## config.mk

```make
export PLATFORM = sky130hd
export DESIGN_NAME = cpu_run_ctrl
export DESIGN_NICKNAME = d
export VERILOG_FILES = /design/src/rtl/cpu_dbg_pkg.sv /design/src/rtl/cpu_run_ctrl.sv
export SDC_FILE = /design/constraint.sdc
export NUM_CORES = 1
export LEC_CHECK = 0
export BUFFER_PORTS_ARGS = -buffer_cell sky130_fd_sc_hd__clkbuf_2
export CORE_UTILIZATION = 38
export DETAILED_ROUTE_END_ITERATION = 10
export GPL_TIMING_DRIVEN = 0
export HOLD_SLACK_MARGIN = 0.06
export PLACE_DENSITY = 0.65
export SLEW_MARGIN = 20
export SYNTH_ARGS = -nofsm -noshare
export SYNTH_HDL_FRONTEND = slang
export SYNTH_SLANG_ARGS = --single-unit
```

## constraint.sdc

```tcl
create_clock -name clk -period 2.1 [get_ports clk]
set_input_delay 0.105 -clock clk [delete_from_list [all_inputs] [get_ports clk]]
set_output_delay 0.105 -clock clk [all_outputs]
set_load 0.005 [all_outputs]
```

## src/rtl/cpu_dbg_pkg.sv

```systemverilog
// rtl/cpu_dbg_pkg.sv - shared types and encodings for the CPU run/halt/step controller
package cpu_dbg_pkg;

    // Debug sequencer states
    typedef enum logic [2:0] {
        ST_HALTED = 3'd0,
        ST_RUN    = 3'd1,
        ST_STEP   = 3'd2,
        ST_FAULT  = 3'd3,
        ST_PCRST  = 3'd4
    } dbg_state_t;

    // Host command encodings on cmd_op; 6 and 7 are accepted and ignored
    localparam logic [2:0] CMD_HALT     = 3'd0;
    localparam logic [2:0] CMD_RUN      = 3'd1;
    localparam logic [2:0] CMD_STEP     = 3'd2;
    localparam logic [2:0] CMD_SET_BP   = 3'd3;
    localparam logic [2:0] CMD_CLR_BP   = 3'd4;
    localparam logic [2:0] CMD_RESET_PC = 3'd5;

    // Highest decoded opcode index the datapath implements
    localparam int OPI_MAX = 22;

endpackage

```

## src/rtl/cpu_run_ctrl.sv

```systemverilog
// rtl/cpu_run_ctrl.sv - run/halt/single-step sequencer gating CPU architectural writes
module cpu_run_ctrl
    import cpu_dbg_pkg::*;
#(
    parameter int PC_W    = 8,
    parameter int CNT_W   = 16,
    parameter int OPI_MAX = cpu_dbg_pkg::OPI_MAX
) (
    input  logic             clk,
    input  logic             rst_n,
    input  logic             cmd_valid,
    output logic             cmd_ready,
    input  logic [2:0]       cmd_op,
    input  logic [PC_W-1:0]  cmd_arg,
    input  logic [PC_W-1:0]  pc,
    input  logic [4:0]       opi,
    input  logic             dec_pc_we,
    input  logic             dec_reg_write_en,
    input  logic             dec_flag_write_en,
    input  logic             dec_dmem_write_en,
    input  logic             dec_imem_we,
    output logic             pc_we,
    output logic             reg_write_en,
    output logic             flag_write_en,
    output logic             dmem_write_en,
    output logic             imem_we,
    output logic             pc_rst,
    output logic             halted,
    output logic             fault,
    output logic             bp_hit,
    output logic [CNT_W-1:0] instr_cnt
);

    dbg_state_t        r_state;
    dbg_state_t        w_next_state;
    logic [PC_W-1:0]   r_bp_addr;
    logic              r_bp_en;
    logic [PC_W-1:0]   r_step_cnt;
    logic              r_first_cyc;
    logic              r_bp_hit;
    logic [CNT_W-1:0]  r_instr_cnt;

    logic              w_active;
    logic              w_fault_trap;
    logic              w_bp_trap;
    logic              w_exec;
    logic              w_cmd_acc;
    logic              w_cmd_move;
    dbg_state_t        w_cmd_state;
    logic              w_set_first;
    logic              w_load_step;
    logic              w_bp_take;

    // Trap detection and command-driven next state; fault beats commands, commands beat breakpoint/step completion
    always_comb begin
        w_active     = (r_state == ST_RUN) || (r_state == ST_STEP);
        w_fault_trap = w_active && ({27'd0, opi} > 32'(OPI_MAX));
        w_bp_trap    = (r_state == ST_RUN) && r_bp_en && (pc == r_bp_addr)
                       && !r_first_cyc && !w_fault_trap;
        w_exec       = w_active && !w_fault_trap && !w_bp_trap;
        cmd_ready    = (r_state != ST_PCRST);
        w_cmd_acc    = cmd_valid && cmd_ready;

        w_cmd_move  = 1'b0;
        w_cmd_state = r_state;
        if (w_cmd_acc) begin
            case (cmd_op)
                CMD_HALT: begin
                    if (r_state != ST_FAULT) begin
                        w_cmd_move  = 1'b1;
                        w_cmd_state = ST_HALTED;
                    end
                end
                CMD_RUN: begin
                    if ((r_state == ST_HALTED) || (r_state == ST_STEP)) begin
                        w_cmd_move  = 1'b1;
                        w_cmd_state = ST_RUN;
                    end
                end
                CMD_STEP: begin
                    if (r_state == ST_HALTED) begin
                        w_cmd_move  = 1'b1;
                        w_cmd_state = ST_STEP;
                    end
                end
                CMD_RESET_PC: begin
                    w_cmd_move  = 1'b1;
                    w_cmd_state = ST_PCRST;
                end
                default: begin
                    w_cmd_move  = 1'b0;
                    w_cmd_state = r_state;
                end
            endcase
        end

        w_next_state = r_state;
        w_set_first  = 1'b0;
        w_load_step  = 1'b0;
        w_bp_take    = 1'b0;
        if (r_state == ST_PCRST) begin
            w_next_state = ST_HALTED;
        end else if (w_fault_trap) begin
            w_next_state = ST_FAULT;
        end else if (w_cmd_move) begin
            w_next_state = w_cmd_state;
            w_set_first  = (w_cmd_state == ST_RUN);
            w_load_step  = (w_cmd_state == ST_STEP);
        end else if (w_bp_trap) begin
            w_next_state = ST_HALTED;
            w_bp_take    = 1'b1;
        end else if ((r_state == ST_STEP) && w_exec && (r_step_cnt == PC_W'(1))) begin
            w_next_state = ST_HALTED;
        end
    end

    // State register
    always_ff @(posedge clk or negedge rst_n) begin
        if (!rst_n) begin
            r_state <= ST_HALTED;
        end else begin
            r_state <= w_next_state;
        end
    end

    // Breakpoint, step budget, resume marker, bp_hit pulse and retired-instruction counter
    always_ff @(posedge clk or negedge rst_n) begin
        if (!rst_n) begin
            r_bp_addr   <= '0;
            r_bp_en     <= 1'b0;
            r_step_cnt  <= '0;
            r_first_cyc <= 1'b0;
            r_bp_hit    <= 1'b0;
            r_instr_cnt <= '0;
        end else begin
            if (w_cmd_acc && (cmd_op == CMD_SET_BP)) begin
                r_bp_addr <= cmd_arg;
                r_bp_en   <= 1'b1;
            end else if (w_cmd_acc && (cmd_op == CMD_CLR_BP)) begin
                r_bp_en   <= 1'b0;
            end

            if (w_load_step) begin
                r_step_cnt <= (cmd_arg == '0) ? PC_W'(1) : cmd_arg;
            end else if ((r_state == ST_STEP) && w_exec) begin
                r_step_cnt <= r_step_cnt - PC_W'(1);
            end

            // The marker survives exactly one RUN cycle so the instruction at the breakpoint can retire on resume
            if (w_set_first) begin
                r_first_cyc <= 1'b1;
            end else if (r_state == ST_RUN) begin
                r_first_cyc <= 1'b0;
            end

            r_bp_hit <= w_bp_take;

            if (r_state == ST_PCRST) begin
                r_instr_cnt <= '0;
            end else if (w_exec) begin
                r_instr_cnt <= r_instr_cnt + CNT_W'(1);
            end
        end
    end

    assign pc_we         = dec_pc_we         & w_exec;
    assign reg_write_en  = dec_reg_write_en  & w_exec;
    assign flag_write_en = dec_flag_write_en & w_exec;
    assign dmem_write_en = dec_dmem_write_en & w_exec;
    assign imem_we       = dec_imem_we       & w_exec;
    assign pc_rst        = (r_state == ST_PCRST);
    assign halted        = (r_state == ST_HALTED);
    assign fault         = (r_state == ST_FAULT);
    assign bp_hit        = r_bp_hit;
    assign instr_cnt     = r_instr_cnt;

endmodule
```

==> results.sh <==
export IMPL_ys_types=53
export IMPL_ir_drop_uv=436
export IMPL_fill_cells=560
export IMPL_crit_required_ns=2.00
export IMPL_finalMaxSlewViolations=0
export IMPL_diodes=0
export IMPL_p_leak_nw=1.33
export IMPL_synth_compound_area_share_pct=18.5
export IMPL_synth_edf_count=0
export IMPL_grt_max_degree=39
export IMPL_drt_wirelength_per_cell_um=15.1
export IMPL_finalCriticalPeriod_ns=2.14
export IMPL_drc=0
export IMPL_arrival_ns=2.03
export IMPL_die_width_um=81.1
export IMPL_ys_seq_elements=38
export IMPL_drtIter0Drc=166
export IMPL_register_area_um2=955
export IMPL_power_per_cell_area_nw_per_um2=956
export IMPL_drv_cap=0
export IMPL_clk_pin_slew_ns=0.07
export IMPL_final_core_utilization_pct=50.7
export IMPL_dieArea_um2=6570
export IMPL_cp_end_kind="primary output"
export IMPL_cp_max_fo=6
export IMPL_yosys_area_top_type_share_pct=40.0
export IMPL_hold_class="in -> reg"
export IMPL_synth_top_cells_by_area="dfrtp_1 (40%), o21ai_0 (5.3%), xor2_1 (4.4%), mux2_2 (4.3%), or3_1 (2.9%)"
export IMPL_core_area_um2=5990
export IMPL_cts_tree="built"
export IMPL_cts_num_sinks=38
export IMPL_final_antenna_net_count=0
export IMPL_wl_um=5980
export IMPL_synthXorXnorAreaFrac_pct=5.16
export IMPL_drive_gt1_share_pct=33.5
export IMPL_fin_nets=356
export IMPL_syn_to_final_growth_pct=28.0
export IMPL_dpl_hpwl_um=4350
export IMPL_synth_simple_area_share_pct=26.3
export IMPL_grt_first_pass_wirelength_um=9930
export IMPL_synth_top_cell_by_area="dfrtp_1"
export IMPL_die_y_um=81.1
export IMPL_cts_buffers=5
export IMPL_worstMarginPinSlew_ns=0.857
export IMPL_post_synth_top_count_cell="dfrtp_1"
export IMPL_synthTopCellsByCount="dfrtp_1 (38), o21ai_0 (25), nand2_1 (18)"
export IMPL_ys_seq_area_share_pct=40.0
export IMPL_synth_top_family_by_area="simple AND/OR/NAND/NOR gates"
export IMPL_rsz0062_at_grt="yes"
export IMPL_status="complete, but fails checks"
export IMPL_firstDrtPassIters=4
export IMPL_postSynth_asyncResetShare_pct=100
export IMPL_fin_ws_ns=-0.0395
export IMPL_setup_viol=5
export IMPL_period_share_pct=102
export IMPL_fin_skew_ns=0.0134
export IMPL_ys_warnings_count=0
export IMPL_synth_area_mux_share_pct=5.53
export IMPL_whs_ns=0.0826
export IMPL_rows=28
export IMPL_cts_htree_levels=2
export IMPL_hold_viol_final=0
export IMPL_multiInputGateArea_um2=1450
export IMPL_relSlewSlack_pct=42.9
export IMPL_io_pins=58
export IMPL_fmax_mhz=467
export IMPL_clk_path_buf_depth=2
export IMPL_vias=2214
export IMPL_port_buffers=55
export IMPL_grt_pass1_vias=2062
export IMPL_grt_ovfl_total=0
export IMPL_clock_latency_ns=0.29
export IMPL_syn_inst=248
export IMPL_ys_flop_type="dfrtp_1"
export IMPL_root_buffer="clkbuf_8"
export IMPL_start_util_pct=39.6
export IMPL_start_kind="register"
export IMPL_viasPerCell=5.58
export IMPL_place_congestion=0.795
export IMPL_violations="negative setup slack"
export IMPL_netlist_area_um2=2370
export IMPL_grt_usage_pct=19.9
export IMPL_synthAdderAreaFrac_pct=1.58
export IMPL_critical_path_class="reg -> out"
export IMPL_synth_nets=283
export IMPL_avgSynthCellArea_um2=9.58
export IMPL_antenna_found_initial=0
## worst max-delay path, stage by stage, from the launching register on
cell	delay, ns
dfrtp_1	0.39
xor2_1	0.16
or4_4	0.54
or3_4	0.39
and3_4	0.17
clkbuf_2	0.10
## what timing repair did
item	CTS	global route
pin swaps	10	0
setup buffers	6	0
endpoints found under the hold margin	43	0
resized for setup	10	18
hold buffers	6	0
endpoints found under the setup margin	21	34
## metal layers
metal | share of wire (%) | up-vias | GRT usage, %
met5 | 0 | - | 0
met4 | 0.67 | 0 | 5.71
met3 | 5.8 | 4 | 3.48
met2 | 49 | 71 | 32.2
met1 | 45 | 1061 | 27.0
li1 | - | 1078 | -
## final timing paths
kind | startpoint | slack, ns | endpoint | cells past startpoint
worst max-delay path | r_bp_addr[3]$_DFFE_PN0P_ | -0.04 | imem_we | 5
worst max register to register | r_bp_addr[3]$_DFFE_PN0P_ | 0.05 | bp_hit$_DFF_PN0_ | 5
max in group asynchronous | rst_n | 1.04 | r_state[1]$_DFFE_PN0P_ | 2
min in group asynchronous | rst_n | 0.46 | instr_cnt[3]$_DFFE_PN0P_ | 2
worst min register to register | r_first_cyc$_DFFE_PN0P_ | 0.51 | r_first_cyc$_DFFE_PN0P_ | 2
worst min-delay path | cmd_arg[0] | 0.08 | r_bp_addr[0]$_DFFE_PN0P_ | 2
## registers in the layout, indices dropped and copies added, names as in the netlist
signal       cells
bp_hit           1
r_bp_addr        8
r_bp_en          1
r_first_cyc      1
r_step_cnt       8
instr_cnt       16
r_state          3
## placed cells by master, fill, tap and decap left out, drive strengths merged, types with 3 or more instances in the layout
cell type / count
a2111oi: 4
a21oi: 11
and2: 3
and3: 8
and4: 3
buf: 10
clkbuf: 67
dfrtp: 38
dlygate4sd3: 6
ha: 3
inv: 7
mux2: 9
mux2i: 3
nand2: 18
nand2b: 5
nand3: 13
nand4: 3
nor2: 12
nor2b: 3
nor3: 4
nor4: 3
o21ai: 25
o311ai: 4
o31ai: 4
or3: 12
or4: 7
xor2: 12
## stage by stage
| step | power (mW) | area [um2] | setup TNS, ns | setup slack (ns) | instances |
|---|---|---|---|---|---|
| after floorplan | 1.88 | 2370 | 0 | 0.203 | 248 |
| after global placement | 2.22 | 2740 | -1.05 | -0.129 | 378 |
| after detailed placement | 2.25 | 2740 | -1.01 | -0.117 | 378 |
| after CTS | 2.88 | 2980 | -0.272 | -0.0602 | 398 |
| after global routing | 3.15 | 3040 | -0.525 | -0.109 | 397 |
| final | 2.90 | 3040 | -0.184 | -0.0395 | 397 |
## area by class of cell
class	count	share of cell area, %
multi-input cells	193	47.7
repair buffers	67	12.5
clock inverters	1	0.165
well taps	75	3.09
clock buffers	7	2.84
plain buffers	9	1.44
inverters	7	0.865
flip-flops and latches	38	31.4
## kinds of logic (layout without fill, tap and decap cells)
family,after synthesis,in the layout
and+or+nand+nor,103,103
adders and majority gates,3,3
xor gates and xnor gates,14,14
DFF,38,38
buffers and inverters,17,91
muxes,12,12
AOI/OAI and AO/OA,61,61
## where the power goes
group | total (mW) | internal [mW] | leakage (nW) | switching, mW
sequential | 1.18 | 0.941 | 0.480 | 0.236
clock | 0.521 | 0.265 | 0.0482 | 0.256
combinational | 1.21 | 0.587 | 0.806 | 0.620
total | 2.90 | 1.79 | 1.33 | 1.11
Power figures use the tool's default switching activity.
